===== src/rtl/dotp_job_controller.sv =====
// dotp_job_controller
//
// Job sequencer for the dot-product engine. It owns the address/write port
// of the shared 16x8 operand memory: it streams 16 host bytes into it
// (A at 0..7, B at 8..15), pulses the engine's start, hands the address
// port to the engine while it runs, watches for completion with a timeout,
// and hands the 8-bit result back to the host.
//
// Ports
//   clk, rst         clock (rising edge), asynchronous active-high reset
//   soft_clr         synchronous abort of a load or a pending result
//                    (ignored while the engine is being started or is running)
//   in_valid/in_ready/in_data     host operand byte stream
//   res_valid/res_ready/res_data  result handshake; res_err marks a timeout
//   busy             high whenever the controller is not idle
//   job_count        completed jobs (timed-out ones included), wraps at 256
//   mem_addr/mem_wr/mem_wdata     operand memory port
//   eng_start        one-cycle start pulse to the engine
//   eng_mem_addr     engine address, routed to mem_addr while it runs
//   eng_mem_wr       engine write request, never forwarded
//   eng_done/eng_result           engine completion pulse and result

module dotp_job_controller #(
  parameter int TIMEOUT_CYCLES = 64,
  parameter int CNT_W          = 7
) (
  input  logic       clk,
  input  logic       rst,
  input  logic       soft_clr,
  input  logic       in_valid,
  input  logic [7:0] in_data,
  output logic       in_ready,
  output logic       res_valid,
  output logic [7:0] res_data,
  output logic       res_err,
  input  logic       res_ready,
  output logic       busy,
  output logic [7:0] job_count,
  output logic [3:0] mem_addr,
  output logic       mem_wr,
  output logic [7:0] mem_wdata,
  output logic       eng_start,
  input  logic [3:0] eng_mem_addr,
  input  logic       eng_mem_wr,
  input  logic       eng_done,
  input  logic [7:0] eng_result
);

  typedef enum logic [2:0] {
    IDLE  = 3'd0,
    LOAD  = 3'd1,
    START = 3'd2,
    RUN   = 3'd3,
    HOLD  = 3'd4
  } state_t;

  state_t           state;
  logic [3:0]       byte_cnt;
  logic [CNT_W-1:0] cyc_cnt;
  logic [3:0]       wr_addr;
  logic             wr_en;
  logic             accept;
  logic             timeout_hit;

  // The engine may request writes, but operands are read-only to it.
  logic unused_eng_mem_wr;
  assign unused_eng_mem_wr = eng_mem_wr;

  // in_ready is only ever high in IDLE/LOAD, so it alone qualifies a beat.
  // An abort in the same cycle takes priority over the beat.
  assign accept      = in_valid & in_ready & ~soft_clr;
  assign timeout_hit = (cyc_cnt == CNT_W'(TIMEOUT_CYCLES - 1));

  // While the engine runs it owns the address port; the registered write
  // path is masked so nothing reaches the memory on its behalf.
  assign mem_addr = (state == RUN) ? eng_mem_addr : wr_addr;
  assign mem_wr   = wr_en & (state != RUN);

  always_ff @(posedge clk or posedge rst) begin
    if (rst) begin
      state     <= IDLE;
      byte_cnt  <= 4'd0;
      cyc_cnt   <= '0;
      wr_addr   <= 4'd0;
      wr_en     <= 1'b0;
      mem_wdata <= 8'd0;
      in_ready  <= 1'b0;
      res_valid <= 1'b0;
      res_data  <= 8'd0;
      res_err   <= 1'b0;
      busy      <= 1'b0;
      job_count <= 8'd0;
      eng_start <= 1'b0;
    end else begin
      // Single-cycle strobes.
      wr_en     <= 1'b0;
      eng_start <= 1'b0;

      case (state)
        // ---- operand load: IDLE takes byte 0, LOAD takes bytes 1..15 ----
        IDLE, LOAD: begin
          if (soft_clr) begin
            state     <= IDLE;
            byte_cnt  <= 4'd0;
            res_valid <= 1'b0;
            res_err   <= 1'b0;
            in_ready  <= 1'b1;
            busy      <= 1'b0;
          end else begin
            // Also raises in_ready on the first cycle after reset.
            in_ready <= 1'b1;
            if (accept) begin
              wr_en     <= 1'b1;
              wr_addr   <= byte_cnt;
              mem_wdata <= in_data;
              byte_cnt  <= byte_cnt + 4'd1;
              busy      <= 1'b1;
              if (byte_cnt == 4'd15) begin
                // Last byte: stop accepting and start the engine while the
                // final write lands.
                state     <= START;
                in_ready  <= 1'b0;
                eng_start <= 1'b1;
              end else begin
                state <= LOAD;
              end
            end
          end
        end

        // ---- start cycle: byte 15 is written, engine sees eng_start ----
        START: begin
          state   <= RUN;
          cyc_cnt <= '0;
        end

        // ---- engine running: wait for done or time out ----
        RUN: begin
          cyc_cnt <= cyc_cnt + 1'b1;
          if (eng_done) begin
            // Completion wins even on the timeout cycle.
            res_data  <= eng_result;
            res_err   <= 1'b0;
            res_valid <= 1'b1;
            job_count <= job_count + 8'd1;
            state     <= HOLD;
          end else if (timeout_hit) begin
            res_data  <= 8'd0;
            res_err   <= 1'b1;
            res_valid <= 1'b1;
            job_count <= job_count + 8'd1;
            state     <= HOLD;
          end
        end

        // ---- result held until the host takes it ----
        HOLD: begin
          if (soft_clr) begin
            state     <= IDLE;
            byte_cnt  <= 4'd0;
            res_valid <= 1'b0;
            res_err   <= 1'b0;
            in_ready  <= 1'b1;
            busy      <= 1'b0;
          end else if (res_valid && res_ready) begin
            state     <= IDLE;
            byte_cnt  <= 4'd0;
            res_valid <= 1'b0;
            res_err   <= 1'b0;
            in_ready  <= 1'b1;
            busy      <= 1'b0;
          end
        end

        default: begin
          state    <= IDLE;
          byte_cnt <= 4'd0;
          in_ready <= 1'b1;
          busy     <= 1'b0;
        end
      endcase
    end
  end

endmodule


===== config.mk =====
export PLATFORM = sky130hd
export DESIGN_NAME = dotp_job_controller
export DESIGN_NICKNAME = d
export VERILOG_FILES = /design/src/rtl/dotp_job_controller.sv
export SDC_FILE = /design/constraint.sdc
export NUM_CORES = 1
export LEC_CHECK = 0
export CORE_MARGIN = 2
export CORE_UTILIZATION = 40
export DETAILED_ROUTE_END_ITERATION = 10
export PLACE_DENSITY = 0.69
export SLEW_MARGIN = 15
export SYNTH_ARGS = -nofsm -noshare
export SYNTH_HDL_FRONTEND = slang
export SYNTH_SLANG_ARGS = --single-unit

===== constraint.sdc =====
create_clock -name clk -period 2.15 [get_ports clk]
set_input_delay 0.43 -clock clk [delete_from_list [all_inputs] [get_ports clk]]
set_output_delay 0.43 -clock clk [all_outputs]
set_load 0.01 [all_outputs]

==> summary.md, run 1 <==
| Metric | Value |
|---|---|
| Outcome | `completed` |
| Drt drc | `0` |
| Final #Nets | `330` |
| CP bufs+invs | `3` |
| Die Y | `77.50 um` |
| Fin crit share | `95.36%` |
| 1st-iter DRT viols | `139` |
| Number of inserted diodes | `0` |
| Port bufs | `59` |
| Mapped Area | `0.002161 mm2` |
| Synth Area per Inst | `9.777 um2` |
| Top routing layer in use | `met4` |
| Clk_lat worst skew | `0.30 ns` |
| Clock power frac | `32.4%` |
| RSZ-0062 raised after global routing | `no` |
| Clk_skew | `0.005497 ns` |
| Placed insts | `353` |
| CP max FO | `3` |
| Leak | `1.449 nW` |
| Sequential power share | `49.7%` |
| TritonCTS clock tree | `yes` |
| Initial antenna violation count | `0` |
| CTS Buffer Depth | `2` |
| FFs w/ async S/R, synth | `100.0%` |
| Total GRT Usage | `17.35%` |
| Slew @ Worst Pin | `0.4451 ns` |
| Combinational Power Share | `17.8%` |
| Synth warnings | `0` |
| CP Cell Sequence | `nand2b_4 > nor2_4 > buf_4 > buf_4 > nand2_1 > nand2_1 > dlygate4sd2_1` |
| Setup_tns | `0 ns` |
| Met1 WL | `2160 um` |
| Pwr Density | `690.7 mW/mm2` |
| Post-synth net total | `251` |
| CP peak stage delay | `0.40 ns` |
| Vias post-DR | `1,841` |
| Fin. max-slew vios | `0` |
| Die width | `77.50 um` |
| Cells after Synth | `221` |
| Synth Flop Type | `dfrtp_1` |
| Routability Congestion | `0.7952` |
| Vias per inst | `4.962` |
| Post-route insts no fill | `371` |
| WP data required | `1.72 ns` |
| Setup Crit Path Kind | `reg -> out` |
| Number of enable flip-flop cells after synthesis | `0` |
| DR WL met3 | `176 um` |
| Max cap viols | `0` |
| Arr. time, crit path | `1.62 ns` |
| Fmax | `487.7 MHz` |
| Antenna Nets Post-Route | `0` |
| Crit start category | `flop` |
| Area grow syn2layout | `43.49%` |
| Final Setup Violations | `0` |
| Max VDD drop | `0.3478 mV` |
| Yosys top cell area share | `55.59%` |
| Metal2 WL | `2515 um` |
| Sequential area share after synthesis | `55.59%` |
| First-pass GRT wire length | `8211 um` |
| Pin count of the biggest net entering global routing | `29` |
| CTS buffer count | `5` |
| Clk root buf | `clkbuf_8` |
| Clk sinks | `48` |
| Iteration count of the initial detailed-routing pass | `4` |
| Rows | `26` |
| Full die area | `0.006006 mm2` |
| H-tree Lvls | `2` |
| Vias in the first global route | `1,801` |
| Switching share of power | `25.98%` |
| Layout cells sized above 1 | `12.62%` |
| Fin crit period | `2.050 ns` |
| Worst setup EP type | `primary output` |
| Hold crit path type | `in -> async` |
| NetSw | `0.0005564 W` |
| Delay-heaviest family, CP | `buffers and inverters` |
| WL/cell | `13.18 um` |
| Core area | `0.005172 mm2` |
| Slew headroom | `70.28%` |
| Yosys cell types | `44` |
| Starting density of the core | `41.78%` |
| Top cell type by total area after synthesis | `dfrtp_1` |
| Int Power | `0.001585 W` |
| GRT overflow | `0` |
| Final wirelength | `4890 um` |
| I/O pins | `61` |
| Main area contributors after synthesis | `dfrtp_1, nand2_1, a22o_1` |
| Synth Register Bits | `48` |
| Dpl hpwl | `3451 um` |
| Slowest CP cell | `dfrtp_1` |
| Reg clk slew, reported paths | `0.09 ns` |
| Final Hold Vio Count | `0` |
-- cell type report --
class	instances	area, um2
well taps	70	87.58
inverters	6	22.52
flip-flops and latches	48	1202
fillers	443	2072
multi-input cells	162	914.6
repair buffers	77	752.0
clock buffers	6	82.58
clock inverters	2	38.79
-- worst register-to-register path, stage by stage (launching register included) --
cell	delay, ns
dfrtp_1	0.40
ha_1	0.22
nand2_2	0.11
o31ai_4	0.39
nand2_2	0.26
mux2_1	0.36
-- routing by layer --
layer / track usage, % / vias up
met5: 0 / -
met4: 4.821 / 0
met3: 4.186 / 5
met2: 30.96 / 43
met1: 20.85 / 878
li1: - / 915
-- path summary, 6_finish.rpt --
path	start	end	slack, ns	cells after the start
hold / removal	rst	mem_wdata[0]$_DFFE_PP0P_	0.45	2
max in group asynchronous	rst	state[1]$_DFFE_PP0P_	1.19	3
setup / recovery	state[2]$_DFFE_PP0P_	mem_addr[1]	0.1	7
hold reg to reg	job_count[7]$_DFFE_PP0P_	job_count[7]$_DFFE_PP0P_	0.47	1
min in group clk	job_count[7]$_DFFE_PP0P_	job_count[7]$_DFFE_PP0P_	0.47	1
setup reg to reg	cyc_cnt[0]$_DFFE_PP0P_	job_count[1]$_DFFE_PP0P_	0.30	5
-- synth_stat cells, types with 3 or more instances --
cell type and instances:
nand2_1 65, dfrtp_1 48, nor2_1 12, a22o_1 10, nand3_1 10, a21oi_1 9, nor3_1 5, o21ai_1 5
xnor2_1 5, o21ai_0 4, clkbuf_1 3, ha_1 3, inv_1 3
-- cells by family after synthesis --
kind of cell / Yosys count / share of synthesized area, %
multiplexers: 3 / 1.448
AND/OR/NAND/NOR: 111 / 23.45
buffers and inverters: 11 / 2.432
flip-flops: 48 / 55.59
adder cells (fa/ha/maj): 3 / 1.737
AO/OA/AOI/OAI: 38 / 12.51
XOR/XNOR: 7 / 2.837
-- power by group through the flow --
stage,combinational (W),clock (W),sequential [W]
after detailed placement,0.000390,0,0.00108
after CTS,0.000386,0.000706,0.00106
final,0.000382,0.000695,0.00106
after global routing,0.000422,0.000749,0.00108
after floorplan,0.000157,0,0.00109
after global placement,0.000384,0,0.00108
-- through the flow --
stage               hold slack, ns  power (W)  instance area, um2  util (%)  setup WS (ns)
CTS                         0.4627   0.002158                3057     59.10        0.01300
global placement            0.4557   0.001461                2894     55.95         0.1801
finish                      0.4463   0.002142                3100     59.94        0.09973
detailed placement          0.4602   0.001470                2894     55.95         0.1776
global route                0.4892   0.002250                3100     59.94      0.0009325
floorplan                   0.4456   0.001244                2161         -         0.5755
-- cells in the final DEF (no fill, tap or decap), drive strengths merged, types with 2 or more instances in the layout --
master | Yosys | routed
clkbuf | 3 | 6
a22o | 10 | 10
a31oi | 2 | 2
clkdlybuf4s50 | 0 | 54
dlygate4sd2 | 0 | 3
mux2i | 2 | 2
a21o | 2 | 2
dfrtp | 48 | 48
nor3 | 6 | 6
nand2 | 67 | 67
dlymetal6s2s | 0 | 2
xor2 | 2 | 2
xnor2 | 5 | 5
ha | 3 | 3
o21ai | 9 | 9
nor2 | 13 | 13
and2 | 2 | 2
nor4 | 2 | 2
buf | 2 | 18
nand4 | 2 | 2
or2 | 2 | 2
a21oi | 9 | 9
clkinv | 1 | 2
inv | 5 | 5
nand3 | 11 | 11
-- what timing repair did --
action | in CTS | in global routing
setup buffers | 6 | 4
setup endpoints to repair | 5 | 3
pin swaps | 2 | 2
hold buffers | 0 | 0
hold endpoints to repair | 0 | 0
resized for setup | 3 | 4
-- flip-flops by register name (all words and copies together), names as in the netlist, 3 cells and up --
name,flops
job_count,8
mem_wdata,8
res_data,8
cyc_cnt,7
byte_cnt,4
wr_addr,4
state,3
No activity file was read; power rests on OpenSTA's default activity.
==> run 2, diff against run 1 <==
CTS_BUF_LIST = sky130_fd_sc_hd__clkbuf_8   (was unset)
==> results of run 2 <==
Final layout, timing and power as in run 1 (identical DEF).
==> run 3, diff against run 2 <==
CTS_CLUSTER_SIZE = 16   (was unset)
==> results of run 3 <==
Final layout, timing and power as in run 1 (identical DEF).
